$ cat config.mk
export PLATFORM = sky130hd
export DESIGN_NAME = div_sequencer
export DESIGN_NICKNAME = d
export VERILOG_FILES = /design/src/rtl/mdu_pkg.sv /design/src/rtl/div_iter_step.sv /design/src/rtl/div_sequencer.sv
export SDC_FILE = /design/constraint.sdc
export NUM_CORES = 1
export LEC_CHECK = 0
export BUFFER_PORTS_ARGS = -buffer_cell sky130_fd_sc_hd__buf_2
export CELL_PAD_IN_SITES_DETAIL_PLACEMENT = 1
export CELL_PAD_IN_SITES_GLOBAL_PLACEMENT = 1
export CORE_ASPECT_RATIO = 0.8
export CORE_MARGIN = 1
export CORE_UTILIZATION = 41
export DETAILED_ROUTE_END_ITERATION = 8
export PLACE_DENSITY = 0.77
export SLEW_MARGIN = 40
export SYNTH_ARGS = -nofsm -noshare
export SYNTH_HDL_FRONTEND = slang
export SYNTH_SLANG_ARGS = --single-unit
$ cat constraint.sdc
create_clock -name clk -period 3.2 [get_ports clk]
set_clock_uncertainty 0.2 [all_clocks]
set_input_delay 0.16 -clock clk [delete_from_list [all_inputs] [get_ports clk]]
set_output_delay 0.16 -clock clk [all_outputs]
set_load 0.1 [all_outputs]
$ cat src/rtl/mdu_pkg.sv
// Shared definitions for the multiply/divide unit: op encodings, divider
// FSM states and default widths.
package mdu_pkg;

  localparam int XLEN_DEFAULT       = 32;
  localparam int REG_ADDR_W_DEFAULT = 5;

  // bit0 = unsigned, bit1 = remainder
  localparam logic [2:0] DIV_OP_DIV  = 3'b100;
  localparam logic [2:0] DIV_OP_DIVU = 3'b101;
  localparam logic [2:0] DIV_OP_REM  = 3'b110;
  localparam logic [2:0] DIV_OP_REMU = 3'b111;

  typedef enum logic [2:0] {
    IDLE = 3'd0,
    LOAD = 3'd1,
    RUN  = 3'd2,
    FIX  = 3'd3,
    DONE = 3'd4
  } div_state_e;

endpackage

$ cat src/rtl/div_iter_step.sv
// One restoring shift-subtract division step on unsigned magnitudes.
module div_iter_step #(
  parameter int XLEN = 32
) (
  input  logic [XLEN-1:0] rem_in,
  input  logic [XLEN-1:0] quo_in,
  input  logic [XLEN-1:0] divisor,
  output logic [XLEN-1:0] rem_out,
  output logic [XLEN-1:0] quo_out
);

  logic [XLEN:0]   shifted;
  logic [XLEN+1:0] diff;
  logic            ge;

  // Shift the next dividend bit into the partial remainder and trial-subtract;
  // the extra top bit of diff is the borrow.
  always_comb begin
    shifted = {rem_in, quo_in[XLEN-1]};
    diff    = {1'b0, shifted} - {2'b00, divisor};
    ge      = ~diff[XLEN+1];
    rem_out = ge ? diff[XLEN-1:0] : shifted[XLEN-1:0];
    quo_out = {quo_in[XLEN-2:0], ge};
  end

endmodule

$ cat src/rtl/div_sequencer.sv
// Multi-cycle RV32M divide/remainder sequencer. Stalls the pipeline while a
// restoring divide runs and returns one result plus destination register.
//
//  state | meaning
//  IDLE  | waiting for start; divide-by-zero and signed overflow resolve here
//  LOAD  | seed quotient with |dividend|, clear partial remainder and count
//  RUN   | one restoring step per cycle, XLEN cycles
//  FIX   | apply result signs, select quotient or remainder into result
//  DONE  | one-cycle done/wb_en pulse, then back to IDLE
module div_sequencer
  import mdu_pkg::*;
#(
  parameter int XLEN       = XLEN_DEFAULT,
  parameter int REG_ADDR_W = REG_ADDR_W_DEFAULT
) (
  input  logic                  clk,
  input  logic                  rst_n,
  input  logic                  start,
  input  logic [2:0]            div_op,
  input  logic [XLEN-1:0]       rs1_val,
  input  logic [XLEN-1:0]       rs2_val,
  input  logic [REG_ADDR_W-1:0] rd_in,
  input  logic                  flush,
  output logic                  busy,
  output logic                  stall_pipe,
  output logic                  done,
  output logic                  wb_en,
  output logic [XLEN-1:0]       result,
  output logic [REG_ADDR_W-1:0] rd_out
);

  localparam int              CNT_W     = $clog2(XLEN) + 1;
  localparam logic [CNT_W-1:0] LAST_STEP = CNT_W'(XLEN - 1);
  localparam logic [XLEN-1:0]  MIN_NEG   = {1'b1, {(XLEN-1){1'b0}}};

  div_state_e state, state_nxt;

  logic [1:0]       op_r;
  logic             neg_a, neg_b;
  logic [XLEN-1:0]  mag_a, mag_b;
  logic [XLEN-1:0]  rem_r, quo_r;
  logic [CNT_W-1:0] count;

  logic             in_neg_a, in_neg_b;
  logic             div_zero, div_ovf, launch;
  logic [XLEN-1:0]  step_rem, step_quo;
  logic [XLEN-1:0]  quo_fix, rem_fix;

  // The decoder only launches divide ops, so the class bit carries no information here.
  logic unused_op_bit;
  assign unused_op_bit = div_op[2];

  // Launch-time operand classification.
  always_comb begin
    in_neg_a = rs1_val[XLEN-1] & ~div_op[0];
    in_neg_b = rs2_val[XLEN-1] & ~div_op[0];
    div_zero = (rs2_val == '0);
    div_ovf  = ~div_op[0] & (rs1_val == MIN_NEG) & (rs2_val == '1);
    launch   = (state == IDLE) & start & ~flush;
    quo_fix  = (neg_a ^ neg_b) ? -quo_r : quo_r;
    rem_fix  = neg_a ? -rem_r : rem_r;
  end

  div_iter_step #(.XLEN(XLEN)) u_step (
    .rem_in  (rem_r),
    .quo_in  (quo_r),
    .divisor (mag_b),
    .rem_out (step_rem),
    .quo_out (step_quo)
  );

  // State register.
  always_ff @(posedge clk or negedge rst_n) begin
    if (!rst_n) state <= IDLE;
    else        state <= state_nxt;
  end

  // Next-state and status outputs; flush overrides everything.
  always_comb begin
    state_nxt  = state;
    busy       = (state != IDLE);
    stall_pipe = 1'b0;
    done       = 1'b0;
    wb_en      = 1'b0;
    case (state)
      IDLE: begin
        stall_pipe = start;
        if (launch) state_nxt = (div_zero | div_ovf) ? DONE : LOAD;
      end
      LOAD: begin
        stall_pipe = 1'b1;
        state_nxt  = RUN;
      end
      RUN: begin
        stall_pipe = 1'b1;
        if (count == LAST_STEP) state_nxt = FIX;
      end
      FIX: begin
        stall_pipe = 1'b1;
        state_nxt  = DONE;
      end
      DONE: begin
        done      = ~flush;
        wb_en     = ~flush & (rd_out != '0);
        state_nxt = IDLE;
      end
      default: state_nxt = IDLE;
    endcase
    if (flush) state_nxt = IDLE;
  end

  // Datapath: operand capture, iteration registers and result.
  always_ff @(posedge clk or negedge rst_n) begin
    if (!rst_n) begin
      op_r   <= '0;
      rd_out <= '0;
      neg_a  <= 1'b0;
      neg_b  <= 1'b0;
      mag_a  <= '0;
      mag_b  <= '0;
      rem_r  <= '0;
      quo_r  <= '0;
      count  <= '0;
      result <= '0;
    end else begin
      if (launch) begin
        op_r   <= div_op[1:0];
        rd_out <= rd_in;
        neg_a  <= in_neg_a;
        neg_b  <= in_neg_b;
        mag_a  <= in_neg_a ? -rs1_val : rs1_val;
        mag_b  <= in_neg_b ? -rs2_val : rs2_val;
        if (div_zero)     result <= div_op[1] ? rs1_val : '1;
        else if (div_ovf) result <= div_op[1] ? '0 : MIN_NEG;
      end
      if (state == LOAD) begin
        quo_r <= mag_a;
        rem_r <= '0;
        count <= '0;
      end
      if (state == RUN) begin
        rem_r <= step_rem;
        quo_r <= step_quo;
        count <= count + 1'b1;
      end
      if (state == FIX && !flush) result <= op_r[1] ? rem_fix : quo_fix;
    end
  end

endmodule
==> metrics.cfg <==
[layout]
multiInputGateArea_um2=7340
area_delta_synth_final_pct=28.4
final-seq-area_um2=4430
drive_gt1_frac=0.192
diodes=0
layout.nets=1840
stdcell_area_um2=15500
fillers=3446

[clocking]
cts.htree.levels=4
clk_pin_slew_ns=0.07
cts.sinks=177
numCtsBuffers=17
clockRootBuffer=clkbuf_16
insertion_delay_ns=0.45
cts_buffer_depth=2
cts_tree=done

[detailed_routing]
wl_met1_um=20300
routed-wl-met3_um=1760
dr.pass1.iters=5
drt_wl_total_um=43600
dr_wl_met2_um=20700
wire_per_inst_um=20.7
route.detailed.drc=0
dr.first_iter.drc_count=610
vias=12199
postRouteAntennaNets=0
top_layer=met4
avgViaCountPerCell=5.79

[synthesis]
ys_seq_elements=177
yosysSeqAreaShare=0.367
yosys_warnings=0
postSynthAreaPerCell_um2=8.23
synth_ff_type=dfrtp_1
synth_top_cells_by_area=dfrtp_1 (37%), nand2_1 (7.3%), o21ai_0 (6.6%)
synth_cell_types=70
netlist_instances=1467
synth.top_cell.area_share=0.367
async_flop_share=1.00
synth_fp_nets=1582
yosysMostFrequentCell=nand2_1
netlist_area_um2=12100
synth_top_cell_by_area=dfrtp_1
ys_top_cells_by_count=nand2_1 (235), dfrtp_1 (177), o21ai_0 (160)
synth_edf_count=0

[grt]
grt_pass1_vias=12776
grt_start_max_net_pins=136
antenna_found_initial=1
grt_pass1_wl_um=69400
overflow=0
track_usage=0.290

[timing]
worst_slew_pin_slew_ns=0.754
setup_viol=2
period_share=1.01
fmax_ghz=0.309
rsz0062_at_grt=yes
setup_ws_ns=-0.0351
finalCriticalPeriod_ns=3.24
drv_slew=0
hold_violations=0
relSlewSlack=0.497

[floorplan]
ios=117
die_w_um=194
dieHeight_um=155
core_area_um2=28600
num_rows=55
design.die.area_um2=30100
start_util=0.422

[setup_path]
end_kind=register
start_kind=register
crit_required_ns=3.33
worstSetupPathType=reg -> reg
cp_max_fo=5
r2r_slack_ns=-0.04
rr_worst_depth=9
arrival_ns=3.37
r2r_end=result[31]
reg2reg_from=rem_r[5]

[power_and_ir_drop]
peakVddDrop_uv=1070
p_per_area_nw_per_um2=1150
leakagePower_nw=7.22

[worst_hold_path]
hp-start=rs1_val[24]
hold_path_end=mag_a[24]
whs_path_depth=4
hold_class=in -> reg

[placed_design]
place_area_um2=13800
hpwlAfterDp_um=30700
numPortBuffers=115
gp_congestion=0.908
pre_cts_ws_ns=-0.139

[outcome]
outcome=complete, but fails checks
violations=negative setup slack

[job]
max_cap_violations=0

cell type report:
cell class / count / share of cell area
clock buffers: 23 / 0.0308
repair buffers: 320 / 0.156
well taps: 370 / 0.0299
inverters: 69 / 0.0167
clock inverters: 9 / 0.00686
flip-flops and latches: 177 / 0.286
multi-input cells: 1140 / 0.473
state kept, by name (all words and copies together), names as in the netlist:
signal and flops:
count 6, mag_a 32, mag_b 32, neg_a 1, neg_b 1, op_r 1, quo_r 32, rd_out 5
rem_r 32, result 32, state 3
layer usage:
layer | GRT usage | vias to the layer above
met1 | 0.395 | 6174
li1 | - | 5719
met2 | 0.486 | 261
met3 | 0.0395 | 45
met5 | 0 | -
met4 | 0.0805 | 0
repair_timing:
| item | CTS | global route |
|---|---|---|
| cloned | 0 | 1 |
| setup endpoints to repair | 13 | 65 |
| hold buffers | 78 | 0 |
| setup buffers | 4 | 7 |
| pin swaps | 1 | 16 |
| resized for setup | 6 | 51 |
| hold endpoints to repair | 139 | 0 |
worst max-delay path by stage:
stage | from | cells past startpoint | to
3_5_place_dp | rem_r[6] | 9 | result[31]
3_3_place_gp | rem_r[6] | 9 | result[31]
6_report | rem_r[5] | 9 | result[31]
5_1_grt | rem_r[5] | 9 | result[31]
2_1_floorplan | rem_r[0] | 10 | result[24]
4_1_cts | rem_r[3] | 10 | result[31]
through the flow:
stage | utilization | setup TNS, ns | hold slack, ns | total power (W) | cells
after floorplan | - | 0 | -0.336 | 0.0110 | 1467
after global placement | 0.481 | -0.0233 | -0.0135 | 0.0141 | 1987
after detailed placement | 0.481 | -0.772 | -0.0145 | 0.0145 | 1987
after CTS | 0.530 | -0.0627 | 0.00410 | 0.0170 | 2101
after global routing | 0.541 | -0.578 | 0.0452 | 0.0190 | 2108
final | 0.541 | -0.0417 | 0.0194 | 0.0178 | 2108
power by group:
| group | internal [W] | switching, W |
|---|---|---|
| registers | 0.00316 | 0.000931 |
| clock network | 0.00121 | 0.000954 |
| logic | 0.00453 | 0.00703 |
| total | 0.00890 | 0.00892 |
cell usage in the layout (no fill, tap or decap), types with 20 or more instances in the layout:
cell           instances
nor2_1                80
nor3_1                27
ha_1                  36
buf_4                115
nand2_1              233
inv_1                 68
xnor2_1               69
dlygate4sd3_1         78
buf_2                114
o21ai_0              154
dfrtp_1              175
xor2_1                74
o31ai_1               20
a22oi_1               29
a21oi_1               97
critical path, cell delays in order, from the launching register on:
cell and delay, ns:
dfrtp_2 0.44, or4_4 0.58, nor4_4 0.22, buf_4 0.15
or3b_4 0.40, or4_4 0.50, o31ai_4 0.20, xor2_1 0.19
a22oi_1 0.11, o211a_1 0.12
logic make-up (layout without fill, tap and decap cells):
kind of cell	Yosys count	in the layout	share of synthesized area
adders and majority gates	39	39	0.0411
and+or+nand+nor	475	475	0.183
muxes	22	22	0.0185
DFF	177	177	0.367
AOI/OAI and AO/OA	460	460	0.238
xor gates and xnor gates	144	144	0.105
buffers and inverters	150	421	0.0479
(Power assumes the default switching activity.)
